`src/rtl/pmem_arbiter.sv`:
```
// Round-robin arbiter sharing one physical-memory port between the I-side and
// D-side L1 caches. The winner's command is latched and held for the whole access.
module pmem_arbiter #(
  parameter int ADDR_W = 16,
  parameter int LINE_W = 128
) (
  input  logic              clk,
  input  logic              rst_n,
  input  logic              i_read,
  input  logic              i_write,
  input  logic [ADDR_W-1:0] i_addr,
  input  logic [LINE_W-1:0] i_wdata,
  output logic              i_resp,
  input  logic              d_read,
  input  logic              d_write,
  input  logic [ADDR_W-1:0] d_addr,
  input  logic [LINE_W-1:0] d_wdata,
  output logic              d_resp,
  output logic [LINE_W-1:0] rdata,
  output logic              pmem_read,
  output logic              pmem_write,
  output logic [ADDR_W-1:0] pmem_address,
  output logic [LINE_W-1:0] pmem_wdata,
  input  logic              pmem_resp,
  input  logic [LINE_W-1:0] pmem_rdata
);

  typedef enum logic [1:0] {IDLE, SERVE, DRAIN} state_t;

  state_t              state;
  logic                cmd_rd;
  logic                cmd_wr;
  logic [ADDR_W-1:0]   cmd_addr;
  logic [LINE_W-1:0]   cmd_wdata;
  logic                owner;
  logic                last;

  logic                i_req;
  logic                d_req;
  logic                grant_d;

  // D wins when it is alone, or on a tie when I was served last.
  function automatic logic pick_d(input logic ireq, input logic dreq, input logic lst);
    return dreq && (!ireq || !lst);
  endfunction

  assign i_req   = i_read | i_write;
  assign d_req   = d_read | d_write;
  assign grant_d = pick_d(i_req, d_req, last);

  // cmd_rd/cmd_wr double as the pmem strobes, so they are cleared on completion
  always_ff @(posedge clk or negedge rst_n) begin
    if (!rst_n) begin
      state     <= IDLE;
      cmd_rd    <= 1'b0;
      cmd_wr    <= 1'b0;
      cmd_addr  <= '0;
      cmd_wdata <= '0;
      owner     <= 1'b0;
      last      <= 1'b1;
    end else begin
      case (state)
        IDLE: begin
          if (i_req || d_req) begin
            if (grant_d) begin
              cmd_wr    <= d_write;
              cmd_rd    <= d_read & ~d_write;
              cmd_addr  <= d_addr;
              cmd_wdata <= d_wdata;
            end else begin
              cmd_wr    <= i_write;
              cmd_rd    <= i_read & ~i_write;
              cmd_addr  <= i_addr;
              cmd_wdata <= i_wdata;
            end
            owner <= grant_d;
            last  <= grant_d;
            state <= SERVE;
          end
        end
        SERVE: begin
          if (pmem_resp) begin
            cmd_rd <= 1'b0;
            cmd_wr <= 1'b0;
            state  <= DRAIN;
          end
        end
        DRAIN: begin
          state <= IDLE;
        end
        default: begin
          state <= IDLE;
        end
      endcase
    end
  end

  assign pmem_read    = cmd_rd;
  assign pmem_write   = cmd_wr;
  assign pmem_address = cmd_addr;
  assign pmem_wdata   = cmd_wdata;

  // Completion passes straight through to the owner with no added latency.
  assign i_resp = (state == SERVE) && pmem_resp && !owner;
  assign d_resp = (state == SERVE) && pmem_resp &&  owner;
  assign rdata  = pmem_rdata;

endmodule

```
`config.mk`:
```
export PLATFORM = sky130hd
export DESIGN_NAME = pmem_arbiter
export DESIGN_NICKNAME = d
export VERILOG_FILES = /design/src/rtl/pmem_arbiter.sv
export SDC_FILE = /design/constraint.sdc
export NUM_CORES = 1
export LEC_CHECK = 0
export BUFFER_PORTS_ARGS = -buffer_cell sky130_fd_sc_hd__buf_2
export CORE_AREA = 2 2 270 272
export CTS_CLUSTER_SIZE = 28
export DETAILED_ROUTE_END_ITERATION = 16
export DIE_AREA = 0 0 272 274
export GPL_TIMING_DRIVEN = 1
export HOLD_SLACK_MARGIN = 0.06
export PLACE_DENSITY = 0.4
export SYNTH_ARGS = -nofsm -noshare
export SYNTH_HDL_FRONTEND = slang
export SYNTH_SLANG_ARGS = --single-unit
```
`constraint.sdc`:
```
create_clock -name clk -period 3.2 [get_ports clk]
set_input_delay 0.48 -clock clk [delete_from_list [all_inputs] [get_ports clk]]
set_output_delay 0.48 -clock clk [all_outputs]
set_load 0.01 [all_outputs]
```
[Word level (Yosys, flattened, before mapping)]
Index checks and enable logic that the tools add are counted.
Word-level totals
  register bits: 150
  bits in latches: 0
  RAM bits: 0
  memory bits (read-only): 0
  output and inout port bits: 276
  memories: 0
Operators by class
  $add $sub $neg: 0
  multipliers: 0
  div/mod/pow operators: 0
  magnitude comparators: 0
  equality and inequality tests: 3
  shift-type cells: 0
  mux-type cells: 12
  bitwise logic cells: 6
  reductions and logical operators: 14
Operators by type and width (count)
  128-bit 2-to-1 mux: 1
  16-bit 2-to-1 mux: 1
  1-bit 2-to-1 mux: 5
  1-bit logical AND: 4
  2-bit 2-to-1 mux: 2
  2-bit inequality test (second input constant): 2
  1-bit case mux with 2 select lines: 2
  2-bit case mux with 2 select lines: 1
  2-bit AND reduction: 2
  1-bit logical NOT: 3
  3-bit AND reduction: 1
  1-bit bitwise AND: 2
  2-bit by 1-bit equality test with 1-bit output (second input constant): 1
  2-bit logical NOT: 1
  1-bit logical OR: 2
  1-bit inverter: 2
  1-bit bitwise OR: 2
  2-bit nonzero test: 1

[Logic depth before layout (Yosys ltp)]
Gate-level depths: netlist (run 1).
  word-level depth: 7
  mapped depth: 6
  gate-level depth less buffers: 3

[Worst setup path after synthesis (run 1)]
Ideal clock, no wire load.
  kind: input to register
  from: input d_read
  to: register cmd_wr (netlist: pmem_write)
  data arrival time: 1.740 ns
  path slack: 1.336 ns
  stages on the path: 5
  cell sequence: or4_1 -> buf_2 -> buf_2 -> nand2_1 -> mux2_2
Between the ends
  longest elaborated chain between the ends: 5
  elaborated cells on any way between the ends: 8
Ends and longest elaborated chain
  start: declaration: line 14  | input logic d_read,
  1-bit bitwise OR (*): line 48  | assign d_req = d_read | d_write;
  1-bit logical AND: line 44  | return dreq && (!ireq || !lst);
  1-bit 2-to-1 mux: line 65  | if (grant_d) begin
  1-bit 2-to-1 mux: line 64  | if (i_req || d_req) begin
  1-bit case mux with 2 select lines: line 62  | case (state)
  end signal: assignment: line 66  | cmd_wr <= d_write;
  end signal: assignment: line 71  | cmd_wr <= i_write;
  end: declaration: line 32  | logic cmd_wr;
Mark *: on every way between the ends. The rest lies on a longest branch, timed or not. The select of a mux whose other input is x is not followed.
A chain may end at the register's enable or synchronous reset.

[Worst setup path in the final report (run 1)]
  from: input d_write
  to: register cmd_wdata[20] (netlist: pmem_wdata[20])
Between the ends
  longest elaborated chain between the ends: 3
  elaborated cells on any way between the ends: 5
Ends and longest elaborated chain
  start: declaration: line 15  | input logic d_write,
  1-bit bitwise OR (*): line 48
  1-bit logical AND / 1-bit logical OR (equally long branches): line 44, 64
  128-bit 2-to-1 mux / 2-bit AND reduction (equally long branches)
  end signal: assignment: line 69  | cmd_wdata <= d_wdata;
  end signal: assignment: line 74  | cmd_wdata <= i_wdata;
  end: declaration: line 34  | logic [LINE_W-1:0] cmd_wdata;
Mark *: on every way between the ends. The rest lies on a longest branch, timed or not.

==> reports/qor.yml, run 1 <==
post_cts_buffers: 0
whs_path_depth: 2
r2r_cells: 4
htreeDepth: 4
cp.arrival_ns: 2.49
rows: 99
start_util_pct: 13.57
hold_path.class: "in2reg"
fill_cells: 8207
ys_seq_area_share_pct: 38.46
intPower_uw: 6319
grt_pass1_wl_um: 63610
syn_to_final_growth_pct: 29.58
track_usage_pct: 11.27
clockBufferDepth: 2
overflow: 0
core_um2: 71970
max_clock_freq_mhz: 465.5
min_period_ns: 2.148
crit_cells: 6
path_buf_inv: 3
synth.cell_area_um2: 9763
io_pins: 699
antenna_found_initial: 10
power_density_nw_per_um2: 877.7
via_count: 10020
cp_max_fo: 145
antenna_left: 0
cp_slowest_cell: "buf_4"
cts_sinks: 150
via_per_inst: 4.237
avgSynthCellArea_um2: 8.366
critical_path.startpoint: "d_write"
clkTransAtPathRegs_ns: 0.07
period_share_pct: 67.13
yosys_register_bits: 150
ctsRootBufferMaster: "clkbuf_16"
critical_path.most_common_cell: "buf_4"
grt_pass1_vias: 10120
crit_family: "buffers and inverters"
fp.dieH_um: 274
setup_viol: 0
status: "finished, final reports clean"
p_switching_uw: 4785
p_seq_share_pct: 30.7
vdd_drop_max_v: 0.0005712
start_kind: "primary input"
drv_slew: 0
ys_warn_count: 0
drt-total-wl_um: 43880
drt-initial-drc-count: 639
dp_hpwl_um: 29340
critical_path.endpoint_type: "flip-flop"
fin_setup_tns_ns: 0
synthesis.nets: 1590
dieArea_um2: 74530
async_flop_share_pct: 100.0
r2r_start: "state[0]"
final_hold_viol_count: 0
cts_made_buffers: 17
p_leak_uw: 0.006148
place.gp.congestion: 0.7669
die_width_um: 272
remaining_drc_errors: 0
grt_max_degree: 161
slew_headroom_pct: 34.75
port-buffer-count: 442
max-cap-violations: 0
synthCells: 1167
rsz0062_at_grt: "no"
yosysUniqueCellTypes: 25
cts_tree: "done"
skew_ns: 0.02990
clk_latency_ns: 0.49
max_stage_delay_ns: 0.61
avgRoutedWirePerCell_um: 18.56
switching_share_pct: 43.09
synth_edf_count: 0
drt_pass1_iterations: 4
worstSetupPathType: "in2reg"
p_total_uw: 11100
ys.flop_type: "dfrtp_1"
required_ns: 3.54
pwr-share-comb_pct: 49.6
p_clk_share_pct: 19.7
tightest_slew_ns: 0.9787
drive_above_1_share_pct: 36.43
hp-start: "pmem_resp"
nets: 1810
path_cells: "buf_4 -> buf_4 -> nor2_4 -> buf_12 -> o21ai_0 -> a21oi_1"
-- placed cells by master (no fill, tap or decap), drive strengths merged --
cell,n
nand2b,1
nand3b,1
nand2,1
and3b,1
clkinvlp,3
o21a,1
nor4,1
a21boi,1
nor3b,1
dfstp,1
or4,1
clkbuf,18
o211ai,1
nor2,3
bufinv,2
o211a,144
o21ai,294
buf,470
dfrtp,149
dlygate4sd3,1
clkinv,6
mux2,1
and2,2
diode,5
inv,5
a21oi,288
a211oi,1
or2,2
-- worst reg2reg max path, stage by stage, from the launching register on --
cell	delay [ns]
dfrtp_1	0.42
nor2_4	0.18
buf_12	0.37
o211a_1	0.65
a21oi_1	0.06
-- cell families after synthesis --
logic type	count (synthesis)	synth area share (%)
mux	1	0.1153
flops	150	38.46
buf+inv	272	15.66
compound gates	730	44.91
simple gates	14	0.8587
-- area by class of cell --
| type | instances | area [um^2] | area share (%) |
|---|---|---|---|
| well taps | 959 | 1200 | 9.485 |
| clock buffers | 18 | 439.2 | 3.471 |
| repair buffers | 471 | 2581 | 20.40 |
| clock inverters | 14 | 150.1 | 1.187 |
| flip-flops and latches | 150 | 3755 | 29.68 |
| diodes | 5 | 12.51 | 0.09890 |
| inverters | 2 | 7.507 | 0.05934 |
| multi-input cells | 745 | 4506 | 35.61 |
-- what timing repair did --
item / CTS / global route
endpoints found under the hold margin: 35 / 0
endpoints found under the setup margin: 0 / 0
hold buffers: 1 / 0
resized for setup: 0 / 0
-- final timing paths --
| check | end | slack, ns |
|---|---|---|
| setup / recovery | pmem_wdata[20] | 1.05 |
| hold / removal | state[0] | 0.21 |
| setup reg to reg | pmem_wdata[26] | 1.38 |
| hold reg to reg | pmem_wdata[24] | 0.52 |
| max in group asynchronous | pmem_wdata[21] | 1.82 |
| min in group asynchronous | pmem_wdata[93] | 0.46 |
-- synthesized netlist by cell type, types with 2 or more instances --
cell | number | area [um^2]
dfrtp_1 | 149 | 3729
o21ai_0 | 294 | 1471
and2_1 | 2 | 12.51
nor2_1 | 3 | 11.26
or2_2 | 2 | 12.51
o211a_1 | 144 | 1441
buf_4 | 128 | 960.9
inv_1 | 2 | 7.510
buf_2 | 22 | 110.1
a21oi_1 | 288 | 1441
clkbuf_1 | 119 | 446.7
-- per-stage QoR --
stage | worst slack (ns) | instance area [um^2] | hold slack [ns] | instances | utilization (%)
floorplan | 1.336 | 9763 | 0.1844 | 1167 | -
global placement | 0.5398 | 12040 | 0.4289 | 2326 | 16.73
detailed placement | 0.5710 | 12040 | 0.4195 | 2326 | 16.73
CTS | 1.122 | 12640 | 0.1555 | 2359 | 17.56
global route | 0.9835 | 12650 | 0.1835 | 2362 | 17.57
finish | 1.052 | 12650 | 0.2082 | 2364 | 17.58
-- flip-flops by register name, indices dropped and copies added, names as in the netlist --
signal        flops
pmem_wdata      128
pmem_address     16
state             2
last              1
owner             1
pmem_read         1
pmem_write        1
-- power by group through the flow --
| stage | Sequential (uW) | Combinational (uW) | Clock (uW) |
|---|---|---|---|
| CTS | 3410 | 5580 | 2330 |
| global placement | 3420 | 5480 | 0 |
| global route | 3530 | 6140 | 2380 |
| detailed placement | 3410 | 5590 | 0 |
| floorplan | 3840 | 3060 | 0 |
| finish | 3400 | 5510 | 2190 |
-- layer usage --
layer  wire length [um]  global-route usage [%]
met4               1804                   5.943
met3               3491                   4.125
met2              20870                   18.22
met5                 44                       0
met1              17660                   13.00
Note: power is estimated with default switching activity, not from simulation.
==> run 2, diff against run 1 <==
ABC_AREA = 1   (was unset)
CORE_AREA = 2 2 271 273   (was 2 2 270 272)
DIE_AREA = 0 0 273 275   (was 0 0 272 274)
clock period = 1.8 ns   (was 3.2 ns; I/O delays follow)
==> run 2 against run 1 <==
Wire length shrank 18%. Non-clock buffer count up 83. Die area up 0.73%. Total power is 76% higher. Sequential share of layout area is 1.0 points lower. Register-to-register slack worse by 1.2 ns. Count of clock-buffer cells in the layout grew 3. Clock skew shrank 0.016 ns. Hold slack got worse by 0.096 ns.
==> reports/qor.yml, run 2 <==
avgSynthCellArea_um2: 7.275
synthXorXnorAreaFrac_pct: 0
remaining_drc_errors: 0
skew_ns: 0.01410
synth.cell_area_um2: 9159
ctsRootBufferMaster: "clkbuf_16"
dieArea_um2: 75080
die_width_um: 273
power_density_nw_per_um2: 1494
avgRoutedWirePerCell_um: 13.89
vdd_drop_max_v: 0.0006107
grt_max_degree: 77
syn_to_final_growth_pct: 43.07
synth_edf_count: 0
max_clock_freq_mhz: 603.2
async_flop_share_pct: 100.0
r2r-end: "pmem_wdata[84]"
critical_path.endpoint_type: "primary output"
cts_made_buffers: 17
largest_register_ffs: 128
max-cap-violations: 0
period_share_pct: 92.11
p_leak_uw: 0.007171
drt_pass1_iterations: 5
r2r_start: "state[1]"
htreeDepth: 4
hold_path.class: "in2reg"
fin_setup_tns_ns: 0
overflow: 0
yosysUniqueCellTypes: 19
cts_sinks: 150
core_um2: 72340
antenna_left: 0
grt_pass1_wl_um: 53750
start_kind: "flip-flop"
io_pins: 699
required_ns: 1.53
ys_seq_area_share_pct: 41.00
setup_viol: 0
dp_hpwl_um: 26750
slew_headroom_pct: 71.21
cts_tree: "done"
synth_common_cells: "488 x nand2_1, 149 x dfrtp_1, 146 x nand3_1"
synth.top_cell.area_share_pct: 40.71
synth.most_common_cell: "nand2_1"
synth_area_leader_cell: "dfrtp_1"
worstSetupPathType: "reg2out"
multi_input_area_um2: 3592
rsz0062_at_grt: "no"
nets: 2047
antenna_found_initial: 2
via_per_inst: 3.556
rows: 99
muxShareOfSynthArea_pct: 0
drt-total-wl_um: 36070
grt_pass1_vias: 9299
yosys.area_share.adder_pct: 0
via_count: 9231
rrSetupSlack_ns: 0.17
place.gp.congestion: 0.7858
clkTransAtPathRegs_ns: 0.07
drt-initial-drc-count: 325
synth_compound_area_share_pct: 0.3415
ys.flop_type: "dfrtp_1"
synth_simple_gate_area_share_pct: 38.47
min_period_ns: 1.658
clk_latency_ns: 0.46
port-buffer-count: 442
synthCells: 1259
drive_above_1_share_pct: 32.13
cp_max_fo: 3
fp.dieH_um: 275
ys_warn_count: 0
crit_end: "i_resp"
fill_cells: 8324
diodes: 0
final_hold_viol_count: 0
tightest_slew_ns: 0.4319
fin_area_um2: 13100
yosys_register_bits: 150
seqCellArea_um2: 3755
place_area_um2: 11820
start_util_pct: 12.66
synth_top_family_by_area: "simple AND/OR/NAND/NOR gates"
status: "finished, final reports clean"
drv_slew: 0
layout_commonest_cell: "nand2_1"
synthesis.nets: 1682
r2r_cells: 7
critical_path.startpoint: "state[0]"
p_total_uw: 19580
synth_area_leaders: "dfrtp_1 41%, nand2_1 20%, buf_4 10%, nand3b_1 10%, nand3_1 8.0%"
final_cell_mix: "487 x nand2_1, 441 x buf_2, 149 x dfrtp_1"
track_usage_pct: 9.364
final_core_util_pct: 18.11
cp.arrival_ns: 1.39
clockBufferDepth: 2
## run 2: cell count changes in the layout (fill, tap and decap cells not counted), sizes merged, moves of 5 or more
cell,delta
nand3,+146
inv,+129
nand2,+487
buf,+16
diode,-5
a21oi,-286
o211a,-144
o21ai,-292
nand3b,+123
dlygate4sd3,+67
## run 2: where the power goes
part           switching [uW]  total (uW)  internal (uW)
sequential                953        6070           5120
combinational            6000        9810           3810
clock                    1620        3700           2080
total                    8570       19600          11000
## run 2: critical path, cell delays in order (launching register included)
cell	delay [ns]
dfrtp_1	0.34
inv_2	0.05
nor3_4	0.21
inv_2	0.07
nor2_4	0.11
buf_2	0.14
## run 2: final cells by class
class / instances / share of cell area, %
Clock inverter: 11 / 0.9453
Clock buffer: 21 / 3.437
Tap cell: 959 / 9.157
Multi-Input combinational cell: 769 / 27.41
Inverter: 132 / 3.838
Timing Repair Buffer: 554 / 26.55
Sequential cell: 150 / 28.65
## run 2: kinds of logic (layout without fill, tap and decap cells)
logic type / count (synthesis) / in the layout
and+or+nand+nor: 765 / 765
buffers and inverters: 340 / 718
DFF: 150 / 150
AOI/OAI and AO/OA: 4 / 4
## run 2: what timing repair did
item	CTS	global route
pin swaps	1	2
hold buffers	68	0
buffers inserted	1	0
gates resized for setup	2	4
endpoints found under the setup margin	2	2
hold endpoints to repair	209	0
## run 2: per-layer routing
layer / track usage, % / wire, um
met5: 0 / 11
met4: 5.306 / 1402
met3: 2.357 / 2010
met2: 15.90 / 17940
met1: 10.73 / 14700
## run 2: worst min-delay path by stage
stage                 from        endpoint  slack [ns]  cells after the start
5_1_grt        d_wdata[98]  pmem_wdata[98]        0.09                      4
6_report       i_wdata[24]  pmem_wdata[24]        0.11                      5
4_1_cts        i_wdata[96]  pmem_wdata[96]        0.06                      5
3_5_place_dp         rst_n  pmem_wdata[87]        0.18                      1
3_3_place_gp         rst_n  pmem_wdata[87]        0.18                      1
2_1_floorplan        rst_n           owner       -0.03                      0
## run 2: per-stage QoR
step,hold slack [ns],std cells,setup WS (ns)
global route,0.08719,2596,0.0002141
finish,0.1123,2596,0.1421
detailed placement,0.1796,2495,0.1500
CTS,0.06015,2596,0.01753
floorplan,-0.02559,1259,0.5186
global placement,0.1814,2495,0.1708
